`config.mk`:
```
export PLATFORM = sky130hd
export DESIGN_NAME = gray_pdm_selector
export DESIGN_NICKNAME = d
export VERILOG_FILES = /design/src/rtl/gray_pdm_selector_pkg.sv /design/src/rtl/trail_ones_enc.sv /design/src/rtl/gray_pdm_selector.sv
export SDC_FILE = /design/constraint.sdc
export NUM_CORES = 1
export LEC_CHECK = 0
export ABC_AREA = 0
export CAP_MARGIN = 20
export CORE_UTILIZATION = 53
export DETAILED_ROUTE_END_ITERATION = 8
export MAX_ROUTING_LAYER = met4
export PLACE_DENSITY = 0.88
export SLEW_MARGIN = 10
export SYNTH_ARGS = -nofsm -noshare
export SYNTH_HDL_FRONTEND = slang
export SYNTH_SLANG_ARGS = --single-unit
```
`constraint.sdc`:
```
create_clock -name clk -period 2.3 [get_ports clk]
set_input_delay 0.46 -clock clk [delete_from_list [all_inputs] [get_ports clk]]
set_output_delay 0.46 -clock clk [all_outputs]
set_load 0.05 [all_outputs]
```
`src/rtl/gray_pdm_selector_pkg.sv`:
```
// rtl/gray_pdm_selector_pkg.sv - shared sizing helpers for the gray-slot PDM selector
package gray_pdm_selector_pkg;

  // Width of the trailing-ones slot index, which ranges over 0..w.
  function automatic int slot_idx_w(input int w);
    return $clog2(w + 1);
  endfunction

  // Width of a bit index into a w-bit data word.
  function automatic int bit_sel_w(input int w);
    return (w > 1) ? $clog2(w) : 1;
  endfunction

endpackage

```
`src/rtl/trail_ones_enc.sv`:
```
// rtl/trail_ones_enc.sv - trailing-ones priority encoder for the gray slot index
module trail_ones_enc #(
  parameter int WIDTH = 10,
  parameter int KW    = $clog2(WIDTH + 1)
) (
  input  logic [WIDTH-1:0] cnt,
  output logic [KW-1:0]    k
);

  // The lowest zero bit of cnt is the bit that toggles on the next increment.
  always_comb begin
    k = KW'(WIDTH);
    for (int i = WIDTH - 1; i >= 0; i--) begin
      if (!cnt[i]) k = KW'(i);
    end
  end

endmodule

```
`src/rtl/gray_pdm_selector.sv`:
```
// rtl/gray_pdm_selector.sv - multi-channel gray-slot bit-serial PDM selector
module gray_pdm_selector
  import gray_pdm_selector_pkg::*;
#(
  parameter int WIDTH  = 10,
  parameter int NCH    = 1,
  parameter bit SIGNED = 1'b0
) (
  input  logic                   clk,
  input  logic                   rstb,
  input  logic                   en,
  input  logic                   upd_en,
  input  logic [NCH*WIDTH-1:0]   in,
  output logic [NCH-1:0]         out_muxed,
  output logic                   frame_start,
  output logic                   loaded
);

  localparam int              KW      = slot_idx_w(WIDTH);
  localparam int              SW      = bit_sel_w(WIDTH);
  localparam logic [WIDTH-1:0] CNT_MAX = '1;
  localparam logic [WIDTH-1:0] FLIP    = SIGNED ? (WIDTH'(1) << (WIDTH - 1)) : '0;

  logic [WIDTH-1:0]            cnt;
  logic [KW-1:0]               k;
  logic                        idle;
  logic [SW-1:0]               sel;
  logic                        wrap;
  logic [NCH-1:0][WIDTH-1:0]   data_q;
  logic [NCH-1:0][WIDTH-1:0]   load_word;
  logic [NCH-1:0]              out_next;

  trail_ones_enc #(.WIDTH(WIDTH), .KW(KW)) u_enc (
    .cnt (cnt),
    .k   (k)
  );

  assign idle = (k == KW'(WIDTH));
  assign sel  = SW'(KW'(WIDTH - 1) - k);
  assign wrap = (cnt == CNT_MAX);

  // Signed words become offset binary so density still tracks the value.
  for (genvar c = 0; c < NCH; c++) begin : g_ch
    assign load_word[c] = in[c*WIDTH +: WIDTH] ^ FLIP;
    assign out_next[c]  = idle ? 1'b0 : data_q[c][sel];
  end

  always_ff @(posedge clk or negedge rstb) begin
    if (!rstb) begin
      cnt         <= '0;
      data_q      <= '0;
      out_muxed   <= '0;
      frame_start <= 1'b0;
      loaded      <= 1'b0;
    end else if (en) begin
      out_muxed   <= out_next;
      frame_start <= (cnt == '0);
      cnt         <= cnt + WIDTH'(1);
      // Shadow load only at the frame boundary keeps each frame's density intact.
      if (wrap && upd_en) begin
        data_q <= load_word;
        loaded <= 1'b1;
      end else begin
        loaded <= 1'b0;
      end
    end else begin
      out_muxed   <= '0;
      frame_start <= 1'b0;
      loaded      <= 1'b0;
    end
  end

endmodule

```
==> reports/summary.txt, run 1 <==
SYNTHESIS
------------------------------------------------------------------------------------------
Synth Warn #                                                                             0
Portion of the post-synthesis area used by sequential elements                       0.465
Most common flop cell mapped by yosys                                              dfrtp_1
Ranking of synthesized cells by area                                          dfrtp_1 (46%), mux2_2 (9.1%), xnor2_1 (4.2%), a31oi_4 (3.4%), mux2i_1 (3.2%)
Number of synthesized flops with an enable pin                                           0
Synthesized area                                                                1240 sq um
Seq cells post-synth                                                                    23
Avg Synthesized Cell Area                                                       11.3 sq um
Xor/xnor cell area share of the yosys netlist                                       0.0707
Simple-gate portion of the synthesized area                                          0.134
Post-Syn Nets                                                                          127
Fraction of post-synthesis cell area in the top cell type by area                    0.465
Share of synthesized cell area in full adder, half adder and majority cells         0.0303
Post-synthesis mux area share                                                        0.123
Synth area leader                                                                  dfrtp_1
Compound-gate portion of the synthesized area                                        0.120
Dominant combinational cell family by area after synthesis                    simple AND/OR/NAND/NOR gates
Number of instances in the synthesized netlist                                         110
Fraction of synthesis flops using an asynchronous set or reset pin                    1.00
Distinct cell type count after synthesis                                                35

STA
------------------------------------------------------------------------------------------
Final Worst Setup Slack                                                           0.162 ns
Final Critical Period                                                              2.14 ns
Maximum frequency from static timing analysis                                    0.468 GHz
Final worst clock skew                                                           0.0118 ns
Share of the clock period used by the worst path                                     0.930
Final Hold Vio Count                                                                     0
Relative slew slack                                                                  0.661
Final Slew Violations                                                                    0
Measured slew at the worst slew-check pin                                         0.507 ns
Unrepaired setup endpoints after global routing                                      false
Total setup violations reported at the end of the flow                                   0
Setup TNS                                                                             0 ns

POWER AND IR DROP
------------------------------------------------------------------------------------------
Static power due to leakage                                                    0.000654 uW
Overall power of the completed layout                                              1310 uW
Cell Pwr Density                                                               885 nW/um^2
Peak supply drop                                                                  0.494 mV

CTS
------------------------------------------------------------------------------------------
Clock net sink count                                                                    23
Number of hold buffers added after CTS                                                   0
Clock buffer count from CTS                                                              3
Master cell of the clock root buffer                                              clkbuf_4
Longest Clk Path Bufs                                                                    2
Maximum level of the CTS H-tree                                                          1
Clk pin slew, worst setup/hold paths                                               0.13 ns
Setup Fix Bufs, Post-CTS                                                                 0
TritonCTS clock tree                                                                   yes
Resized Gates After CTS                                                                  0
Clock insertion delay at the later pin of the skew report                          0.31 ns

ROUTE
------------------------------------------------------------------------------------------
Remaining DRCs                                                                           0
Routed wire length per instance                                                    14.1 um
Overall routed net length                                                          2230 um
Number of nets with antenna violations after routing                                     0
Average vias per placed instance                                                      5.56
Drt pass-1 iters                                                                         3
Number of vias after detailed routing                                                  878
DRC violation total after the first TritonRoute iteration                                9

SETUP PATH
------------------------------------------------------------------------------------------
Crit path DAT                                                                      2.37 ns
Launching element type of the critical path                                           flop
Crit. End Element                                                                     flop
Required arrival time at the worst endpoint                                        2.53 ns
Largest driver fanout on the critical path                                               6
Crit Path Category                                                            flop to flop

RUN
------------------------------------------------------------------------------------------
Reported max-cap violation count                                                         0

PLACEMENT
------------------------------------------------------------------------------------------
GPL Wtd Cong                                                                         0.887
Sum of net half-perimeters after detailed placement                                1690 um
Worst setup slack before clock tree synthesis                                     0.165 ns
Count of port buffers added during placement                                            16
Placed cell area                                                                1460 sq um

GLOBAL ROUTING
------------------------------------------------------------------------------------------
Number of global-route vias before repair                                              869
Global-route usage over all layers                                                   0.207
Maximum number of pins on one net before global-route repair                            24
Overflow left after global routing                                                       0
Global-route wire length before repair                                             3820 um
Antenna violations before repair                                                         0

DIE
------------------------------------------------------------------------------------------
Die outline width                                                                  50.3 um
Total die area                                                                  2530 sq um
Core box area                                                                   2210 sq um
Initial Utilization                                                                  0.560
Number of core rows                                                                     17
I/O pin count                                                                           17
Overall die height                                                                 50.3 um

CELLS AND AREA
------------------------------------------------------------------------------------------
Total non-filler cell area in the finished layout                               1480 sq um
Fraction of layout instances using a drive strength above 1                          0.231
Diode insertion count for antenna repair                                                 0
Area added between synthesis and finish                                              19.8%
Core utilization of the finished layout                                              0.671
Number of filler cells placed in the layout                                            185
Nets                                                                                   148

HOLD PATH
------------------------------------------------------------------------------------------
Class of the tightest hold or removal check                                   input port to asynchronous set/reset pin

OUTCOME
------------------------------------------------------------------------------------------
Run status                                                                    finished, final reports clean

-- stage by stage --
step / hold slack (ns) / cells
floorplan: 0.164 / 110
global placement: 0.489 / 154
detailed placement: 0.500 / 154
CTS: 0.482 / 158
global route: 0.505 / 158
finish: 0.475 / 158
-- sequential cells by signal, summed over array words and instances (netlist names) --
register	cells
cnt	10
data_q	10
frame_start	1
loaded	1
out_muxed	1
-- cell type report --
| type | instances | area (sq um) | share of cell area |
|---|---|---|---|
| inverter | 7 | 26.3 | 0.0177 |
| multi-input combinational | 72 | 599 | 0.404 |
| timing repair buffer | 24 | 220 | 0.148 |
| tap | 28 | 35.0 | 0.0236 |
| sequential | 23 | 577 | 0.389 |
| clock buffer | 4 | 26.3 | 0.0177 |
-- routing by layer --
layer	vias to the layer above	GRT usage	wire length, um
met5	-	-	0
met4	0	0.0648	20
met3	2	0.0515	73
met2	14	0.351	1160
met1	431	0.242	977
li1	431	-	-
-- worst max-delay path: stages (launching register included) --
cell and delay, ns:
dfrtp_2 0.43, nand2_1 0.06, a31o_1 0.25, a31oi_4 0.26, inv_1 0.07, ha_1 0.21, xor2_1 0.22, nor4_1 0.08
a211o_1 0.28, a211oi_2 0.20
-- report_power, final --
| part | total, uW | internal [uW] | switching (uW) | leakage [uW] |
|---|---|---|---|---|
| logic | 572 | 264 | 307 | 0.000335 |
| clock network | 183 | 67.7 | 116 | 0.0000150 |
| registers | 558 | 465 | 92.7 | 0.000303 |
-- synthesized netlist by cell type, drive strengths merged (2+ instances only) --
cell type / count
xnor2: 6
a21oi: 2
nand3: 2
mux2: 10
nor2: 3
nand4: 5
ha: 3
inv: 7
mux2i: 4
nand2: 10
a31oi: 2
xor2: 4
buf: 6
dfrtp: 23
o21ai: 3
clkbuf: 2
nor4: 4
-- cells by family (layout without fill, tap and decap cells) --
family                     Yosys count  in the layout
DFF                                 23             23
adders and majority gates            3              3
xor gates and xnor gates            10             10
and+or+nand+nor                     30             30
AOI/OAI and AO/OA                   15             15
buffers and inverters               15             35
muxes                               14             14
-- worst paths after layout --
| path | startpoint | endpoint | slack [ns] | cells after the start |
|---|---|---|---|---|
| max | cnt[9] | out_muxed | 0.16 | 9 |
| min | rstb | cnt[2] | 0.48 | 2 |
| max reg2reg | cnt[9] | out_muxed | 0.16 | 9 |
| min reg2reg | data_q[6] | data_q[6] | 0.53 | 1 |
| max in group asynchronous | rstb | cnt[9] | 1.56 | 2 |
| min in group clk | data_q[6] | data_q[6] | 0.53 | 1 |
-- layout by cell type, fill, tap and decap left out --
cell type	netlist	layout
a211o_1	1	1
a211oi_2	1	1
a21oi_1	2	2
a221o_1	1	1
a31o_1	1	1
a31oi_4	2	2
a32o_1	1	1
and2_1	1	1
and4_1	1	1
buf_4	2	8
clkbuf_1	1	1
clkbuf_4	0	3
clkdlybuf4s50_1	0	16
dfrtp_1	23	22
dfrtp_2	0	1
ha_1	3	3
inv_1	7	7
mux2_2	10	10
mux2i_1	4	4
nand2_1	10	10
nand2b_2	1	1
nand3_1	2	2
nand4_1	4	4
nand4_2	1	1
nor2_1	3	3
nor2b_2	1	1
nor3_1	1	1
nor3b_1	1	1
nor4_1	4	3
nor4_2	0	1
o21ai_0	2	2
o21ai_1	1	1
o221ai_2	1	1
o31a_1	1	1
o31ai_1	1	1
xnor2_1	6	6
xor2_1	4	4
(Power assumes the default switching activity.)
==> run 2: changes to the inputs <==
==> constraint.sdc (replaced) <==
create_clock -name clk -period 2.3 [get_ports clk]
set_input_delay 0.575 -clock clk [delete_from_list [all_inputs] [get_ports clk]]
set_output_delay 0.575 -clock clk [all_outputs]
set_load 0.05 [all_outputs]
==> run 2 against run 1 <==
Hold slack better by 0.048 ns. Count of clock-buffer cells in the layout unchanged. Flip-flop and latch count is the same. Wire length increased by 5.5%. Largest cell class unchanged. Sequential power rose by 3%. Maximum frequency grew 3.2%. Worst setup slack better by 0.066 ns. Die area is the same. Register-to-register slack improved by 0.07 ns. Clock skew shrank 0.0075 ns. Critical path type unchanged. Critical path depth shrank 1. Combinational power rose by 3%.
==> reports/summary.txt, run 2 (synthesized netlist as in run 1, its figures left out) <==
CTS
---------------------------------------------------------------------------
Resized Gates After CTS                                                   0   unchanged
Clock buffer count from CTS                                               3   unchanged
Setup Fix Bufs, Post-CTS                                                  0   unchanged
Master cell of the clock root buffer                               clkbuf_4
Clock net sink count                                                     23   unchanged
Maximum level of the CTS H-tree                                           1   unchanged
Clk pin slew, worst setup/hold paths                                0.11 ns   -0.02 ns
Clock insertion delay at the later pin of the skew report           0.30 ns   about the same
TritonCTS clock tree                                                    yes
Longest Clk Path Bufs                                                     2   unchanged
Number of hold buffers added after CTS                                    0   unchanged

STA
---------------------------------------------------------------------------
Final worst clock skew                                           0.00430 ns   -0.00749 ns
Share of the clock period used by the worst path                      0.901   -0.0288
Setup TNS                                                              0 ns   unchanged
Maximum frequency from static timing analysis                     0.483 GHz   +3.2%
Final Critical Period                                               2.07 ns   -0.0662 ns
Final Slew Violations                                                     0   unchanged
Measured slew at the worst slew-check pin                          0.488 ns   -0.0190 ns
Unrepaired setup endpoints after global routing                       false
Relative slew slack                                                   0.674   +0.0127
Total setup violations reported at the end of the flow                    0   unchanged
Final Hold Vio Count                                                      0   unchanged

ROUTE
---------------------------------------------------------------------------
Drt pass-1 iters                                                          4   +1
Number of vias after detailed routing                                   891   +1.5%
Remaining DRCs                                                            0   unchanged
Routed wire length per instance                                     14.6 um   +3.5%
Overall routed net length                                           2360 um   +5.5%
Average vias per placed instance                                       5.53   -0.41%
Number of nets with antenna violations after routing                      0   unchanged
DRC violation total after the first TritonRoute iteration                17   +8

DIE
---------------------------------------------------------------------------
I/O pin count                                                            17   unchanged
Initial Utilization                                                   0.560   unchanged
Total die area                                                   2530 sq um   unchanged
Core box area                                                    2210 sq um   unchanged
Die outline width                                                   50.3 um   unchanged
Overall die height                                                  50.3 um   unchanged
Number of core rows                                                      17   unchanged

SETUP PATH
---------------------------------------------------------------------------
Top Family by Delay on Critical Path                           compound AO/OA/AOI/OAI gates
Critical path origin                                                 cnt[7]
Critical-path top delay cell                                        dfrtp_1
Crit path DAT                                                       2.29 ns   -0.08 ns
Launching element type of the critical path                            flop
Required arrival time at the worst endpoint                         2.52 ns   about the same
Number of cells on the worst reg-to-reg path                              8   -1
Worst R2R Setup Slack                                               0.23 ns   +0.07 ns
Crit Path Category                                             flop to flop
Largest driver fanout on the critical path                                5   -1
Crit Reg-Reg Endpoint                                             out_muxed
Buf/Inv on CP                                                             1   unchanged
Peak per-stage delay on the critical path                           0.47 ns   +0.04 ns
Worst R2R Start                                                      cnt[7]
Crit. End Element                                                      flop
Cells traversed along the worst timing path                    a31o_1, a31oi_4, inv_1, ha_1, xor2_1, nor4_1, a211o_1, a211oi_2

POWER AND IR DROP
---------------------------------------------------------------------------
Peak supply drop                                                   0.558 mV   +13%
Static power due to leakage                                     0.000671 uW   +2.7%
Overall power of the completed layout                               1350 uW   +2.4%
Cell Pwr Density                                                894 nW/um^2   +1.0%

CELLS AND AREA
---------------------------------------------------------------------------
Diode insertion count for antenna repair                                  0   unchanged
Total non-filler cell area in the finished layout                1510 sq um   +1.4%
Nets                                                                    151   +2.0%
Fraction of layout instances using a drive strength above 1           0.241   +0.00983
Number of filler cells placed in the layout                             184   -0.54%
Most frequent cells in the layout                              dfrtp_1 (23), clkdlybuf4s50_1 (16), buf_4 (11)
Leading cell type in the layout, fill and taps excluded             dfrtp_1
Area added between synthesis and finish                               21.5%
Sequential standard cell area                                     576 sq um   -0.22%
Area used by multi-input combinational logic                      599 sq um   unchanged
Largest registers                                              cnt (10), data_q (10)
Core utilization of the finished layout                               0.680   +0.00962

PLACEMENT
---------------------------------------------------------------------------
Placed cell area                                                 1460 sq um   +0.51%
Count of port buffers added during placement                             16   unchanged
Sum of net half-perimeters after detailed placement                 1820 um   +7.9%
GPL Wtd Cong                                                          0.862   -2.7%

HOLD PATH
---------------------------------------------------------------------------
Class of the tightest hold or removal check                    flop to flop
Hold Path End                                                     data_q[4]
Worst Min Path Start                                              data_q[4]
Worst hold path cell count                                                1

GLOBAL ROUTING
---------------------------------------------------------------------------
Global-route wire length before repair                              4040 um   +5.8%
Maximum number of pins on one net before global-route repair             24   unchanged
Met2 track demand over resource                                       0.407   +0.0556
Grt met3 use                                                         0.0364   -0.0152
Global-route usage over all layers                                    0.222   +0.0142
Antenna violations before repair                                          0   unchanged
Overflow left after global routing                                        0   unchanged
Number of global-route vias before repair                               921   +6.0%
Most heavily used metal layer in global routing                        met2
Met1 demand-to-capacity share in global routing                       0.243   +0.000946

OUTCOME
---------------------------------------------------------------------------
Run status                                                     finished, final reports clean

RUN
---------------------------------------------------------------------------
Reported max-cap violation count                                          0   unchanged

run 2: how the worst max path moves through the flow:
stage	to	slack [ns]	cells after the start
2_1_floorplan	out_muxed	0.27	10
3_3_place_gp	data_q[6]	0.16	5
3_5_place_dp	out_muxed	0.16	8
4_1_cts	out_muxed	0.11	8
5_1_grt	out_muxed	0.07	8
6_report	out_muxed	0.23	8
run 2: worst reg2reg max path: cells and delay by family (launching register included):
family | cells | cell delay [ns]
compound gates | 4 | 1.00
simple gates | 1 | 0.08
buf+inv | 1 | 0.06
flops | 1 | 0.47
fa+ha+maj | 1 | 0.20
xor+xnor | 1 | 0.19
run 2: final cells by class:
cell class	count	share of cell area
multi-input combinational	72	0.398
sequential	23	0.382
timing repair buffer	27	0.161
tap	28	0.0233
clock buffer	4	0.0175
inverter	7	0.0175
run 2: power by group:
part | internal [uW] | total (uW) | leakage, uW | switching (uW)
registers | 465 | 572 | 0.000305 | 106
clock network | 67.6 | 182 | 0.0000150 | 114
logic | 283 | 592 | 0.000351 | 310
total | 815 | 1350 | 0.000671 | 530
run 2: metrics by stage:
stage               hold slack (ns)  setup slack [ns]  std cells
finish                        0.523             0.228        161
CTS                           0.525             0.106        159
global route                  0.535            0.0664        161
floorplan                     0.279             0.268        110
detailed placement            0.498             0.155        155
global placement              0.489             0.161        155
run 2: routing by layer:
metal / vias to the layer above / share of wire
met4: 0 / 0.020
met1: 430 / 0.40
met3: 6 / 0.035
met5: - / 0
li1: 430 / -
met2: 25 / 0.54
==> RTL change 1: new RTL, flow settings as in run 1 <==
Change the parameter `SIGNED` from 1'b0 to 1'b1.
--- a/src/rtl/gray_pdm_selector.sv
+++ b/src/rtl/gray_pdm_selector.sv
@@ -4,7 +4,7 @@
 #(
   parameter int WIDTH  = 10,
   parameter int NCH    = 1,
-  parameter bit SIGNED = 1'b0
+  parameter bit SIGNED = 1'b1
 ) (
   input  logic                   clk,
   input  logic                   rstb,
Formal check against the unedited RTL: same outputs for any inputs over 10 cycles, from zero or initial values and one cycle with rstb low; that may be too few to reach the edited logic, so the function may still have changed.
==> RTL change 1 against run 1 <==
- fmax down 2.0%
- final area decreased by 3.9%
- first-iteration DRC count increased to 3.4 times the old value
- core utilization up 2.8 points
- synthesized area is 3.3% lower
- critical path depth rose by 1
- sequential power grew 1%
- sequential cell count unchanged
- wire length grew 6.7%
- power decreased by 3.0%
- clock power increased by 4%
- synthesized cell count is 0.91% higher
- worst setup slack lost 44 ps
==> RTL change 1: results (changes against run 1) <==
- Hold Buf Count CTS: 0 (unchanged)
- Slowest cell on crit path: dfrtp_2
- Reg2reg path depth: 10 (+1)
- Drt first-iter violations: 31 (+22)
- Synth top cells by count: dfrtp_1 (23), nand2_1 (12), mux2_1 (9)
- Leak pwr: 0.6340 nW (-3.0%)
- Fin nets: 146 (-1.4%)
- WL/cell: 15.37 µm (+8.8%)
- Status: finished clean
- HP Class: input pin to async pin
- Clock power frac: 15.0% (+1.0 points)
- Antenna violations before repair: 0 (unchanged)
- Met2 usage: 34.68% (-0.43 points)
- Yosys warns: 0 (unchanged)
- Worst vdd ir: 0.0005242 V (+6.2%)
- Largest net degree at the start of global routing: 24 (unchanged)
- Total track usage: 22.10% (+1.4 points)
- Main area contributors after synthesis: dfrtp_1 (48%), mux2_1 (8.5%), xnor2_1 (5.1%)
- P_sw: 504.0 µW (-2.3%)
- Cell Area, Placed: 1393 µm² (-4.4%)
- CP peak stage delay: 460 ps (+30 ps)
- Measured slew at the worst slew-check pin: 489.9 ps (-16.81 ps)
- PostCTS Resize Cnt: 0 (unchanged)
- Via-to-Cell Ratio: 5.871 (+5.7%)
- Clock Tree Buf Depth: 2 (unchanged)
- Netlist cell types: 30 (-14%)
- CTS H-tree lvls: 1 (unchanged)
- Sequential power: 566 µW (+1%)
- Final HPWL DP: 1.765 mm (+4.6%)
- R2R Setup Slk: 120 ps (-40 ps)
- Setup Skew: 9.326 ps (-2.465 ps)
- Total CTS buffers: 3 (unchanged)
- Syn Nets: 128 (+0.79%)
- DRT Pass-1 Iters: 4 (+1)
- Antenna Cells: 0 (unchanged)
- Layout cells sized above 1: 13.28% (-9.8 points)
- M1 GR Usage: 27.77% (+3.6 points)
- CP delay by family, top: compound AO/OA/AOI/OAI gates
- Async SR Flop Fraction: 100.0% (unchanged)
- Root Driver: clkbuf_4
- First-pass GRT wire length: 3.919 mm (+2.7%)
- Final Slew Violations: 0 (unchanged)
- Largest fanout on the critical path: 7 (+1)
- GPL Wtd Cong: 0.7868 (-11%)
- Clk_lat worst skew: 320 ps
- Number of global-route vias before repair: 860 (-1.0%)
- Critical path arrival: 2390 ps (+20 ps)
- IO buf count: 16 (unchanged)
- Filler cells: 167 (-9.7%)
- CP startpoint: cnt[4]
- Seq/Total Area, Yosys: 48.07% (+1.6 points)
- Postcts setup bufs: 0 (unchanged)
- Met3 Use GR: 3.395% (-1.8 points)
- Clock transition at path regs: 130 ps (about the same)
- Regs by FF count: cnt: 10 flops, data_q: 10 flops
- Setup crit end: out_muxed
-- RTL change 1: logic make-up (layout without fill, tap and decap cells) --
group | count (synthesis) | count (layout) | share of synthesized area (%)
flip-flops | 23 | 23 | 48.07
multiplexers | 13 | 13 | 11.91
AO/OA/AOI/OAI | 13 | 13 | 10.03
XOR/XNOR | 10 | 10 | 7.315
adder cells (fa/ha/maj) | 3 | 3 | 3.135
AND/OR/NAND/NOR | 36 | 36 | 14.94
buffers and inverters | 13 | 30 | 4.597
-- RTL change 1: metrics by stage --
stage | total power, mW | util (%) | hold WS (ps) | setup slack [ps] | instances
final | 1.274 | 69.85 | 473.2 | 118.1 | 155
after CTS | 1.263 | 69.49 | 481.6 | 44.78 | 155
after global placement | 1.035 | 68.20 | 470.9 | 232.7 | 151
after global routing | 1.347 | 69.85 | 510.2 | 5.497 | 155
after floorplan | 0.9415 | - | 164.4 | 304.7 | 111
after detailed placement | 1.072 | 68.20 | 476.2 | 62.35 | 151
-- RTL change 1: how the worst min path moves through the flow --
stage / slack, ps / to / start
after floorplan: 160 / cnt[0] / rstb
after global placement: 470 / data_q[9] / data_q[9]
after detailed placement: 480 / data_q[3] / data_q[3]
after CTS: 480 / cnt[3] / rstb
after global routing: 510 / cnt[3] / rstb
final: 470 / frame_start / rstb
-- RTL change 1: cell type report --
cell class | count | area (µm²) | area share (%)
sequential | 23 | 580.6 | 40.70
inverter | 5 | 18.77 | 1.316
multi-input combinational | 75 | 569.3 | 39.91
clock buffer | 4 | 26.28 | 1.842
timing repair buffer | 21 | 197.7 | 13.86
tap | 27 | 33.78 | 2.368
-- RTL change 1: per-layer routing --
metal	part of all wire (%)	vias up	wire length [µm]
met2	48	47	1139
met5	0	-	0
li1	-	420	-
met1	42	434	993
met4	3.1	0	73
met3	7.4	9	176
==> RTL change 2: new RTL, config.mk and constraints of run 1 <==
Without the edit above. Make the reset (`rstb`) synchronous in one clocked block.
--- a/src/rtl/gray_pdm_selector.sv
+++ b/src/rtl/gray_pdm_selector.sv
@@ -45,7 +45,7 @@
     assign out_next[c]  = idle ? 1'b0 : data_q[c][sel];
   end
 
-  always_ff @(posedge clk or negedge rstb) begin
+  always_ff @(posedge clk) begin
     if (!rstb) begin
       cnt         <= '0;
       data_q      <= '0;
Formal check against the unedited RTL: differs if rstb is asserted again (counterexample within 4 cycles, from zero or initial values and one cycle with rstb low); with rstb held inactive, the same outputs for 10 cycles.
==> RTL change 2 against run 1 <==
- global-route usage grew 0.86 points
- synthesized area shrank 0.91%
- final area shrank 1.9%
- wire length grew 8.4%
- core utilization shrank 0.61 points
- worst setup slack gained 36 ps
- sequential cell count is the same
- largest cell class unchanged
Power is not compared: it rests on default switching activity, and its combinational part moved more than twofold at a synthesized area within 25%.
==> RTL change 2: results (changes against run 1) <==
- Synth top cells by count: dfxtp_1 (23), nor2b_1 (15), mux2i_1 (13)
- Leak pwr: 0.5440 nW
- Number of global-route vias before repair: 932 (+7.2%)
- Largest net degree at the start of global routing: 22 (-8.3%)
- Layout cells sized above 1: 10.74% (-12 points)
- Slowest cell on crit path: dfxtp_1
- Async SR Flop Fraction: 0% (-100 points)
- Largest fanout on the critical path: 10 (+4)
- HP Class: register to register
- Cell Area, Placed: 1428 µm² (-2.0%)
- Seq/Total Area, Yosys: 37.51% (-9.0 points)
- Met3 Use GR: 5.556% (+0.40 points)
- Filler cells: 192 (+3.8%)
- Status: finished clean
- Critical path arrival: 2290 ps (-80 ps)
- DRT Pass-1 Iters: 4 (+1)
- DR vias: 983 (+12%)
- M1 GR Usage: 22.45% (-1.7 points)
- WL/cell: 13.68 µm (-3.2%)
- GPL Wtd Cong: 0.8864 (about the same)
- Met2 usage: 37.56% (+2.4 points)
- Top_reg_cell synth: dfxtp_1
- Worst slack, placed: 133.4 ps (-31.95 ps)
- Total track usage: 21.60% (+0.86 points)
- Relative slew slack: 67.15% (+1.0 points)
- First-pass GRT wire length: 3.919 mm (+2.7%)
- Fin nets: 167 (+13%)
- Main area contributors after synthesis: dfxtp_1 (38%), mux2i_1 (11%), nor2b_1 (7.6%)
- CP delay by family, top: flip-flops
- Syn Nets: 148 (+17%)
- Setup Skew: 5.236 ps (-6.555 ps)
RTL change 2: worst register-to-register path, stage by stage (launching register included):
cell	delay (ps)
dfxtp_1	530
nand2_1	160
nor2_1	150
nand2_1	80
ha_1	350
mux4_2	510
a21oi_1	150
a31oi_1	50
RTL change 2: area by class of cell:
cell class                      count  area, µm²  share of cell area, %
Sequential cell                    23      462.9                  31.79
Inverter                            5      18.77                  1.289
Multi-Input combinational cell     95      708.2                  48.63
Clock buffer                        4      26.28                  1.804
Tap cell                           28      35.03                  2.405
Timing Repair Buffer               22      205.2                  14.09
RTL change 2: path summary, 6_finish.rpt:
path | startpoint | end | slack (ps) | cells past startpoint
setup / recovery | cnt[1] | out_muxed | 200 | 7
hold / removal | cnt[5] | frame_start | 510 | 1
setup reg to reg | cnt[1] | out_muxed | 200 | 7
hold reg to reg | cnt[5] | frame_start | 510 | 1
RTL change 2: routing by layer:
metal  wire length (µm)  share of wire (%)
met1               1017                 42
met2               1272                 53
met3                 71                2.9
met4                 59                2.4
met5                  0                  0
RTL change 2: cell families after synthesis:
family / count (synthesis) / synth area share (%)
flip-flops: 23 / 37.51
buffers and inverters: 13 / 4.791
AND/OR/NAND/NOR: 53 / 26.71
multiplexers: 15 / 13.35
AO/OA/AOI/OAI: 16 / 8.869
adder cells (fa/ha/maj): 3 / 3.058
XOR/XNOR: 8 / 5.708
RTL change 2: stage by stage:
stage                     instances  util [%]
after floorplan                 131         -
after global placement          173     65.16
after detailed placement        173     65.16
after CTS                       177     66.36
after global routing            177     66.48
final                           177     66.48
RTL change 2: power by group:
| part | internal, mW | total, mW | switching (mW) |
|---|---|---|---|
| combinational | 0.0418 | 0.0747 | 0.0329 |
| sequential | 0.404 | 0.412 | 0.00849 |
| clock | 0.0677 | 0.183 | 0.116 |
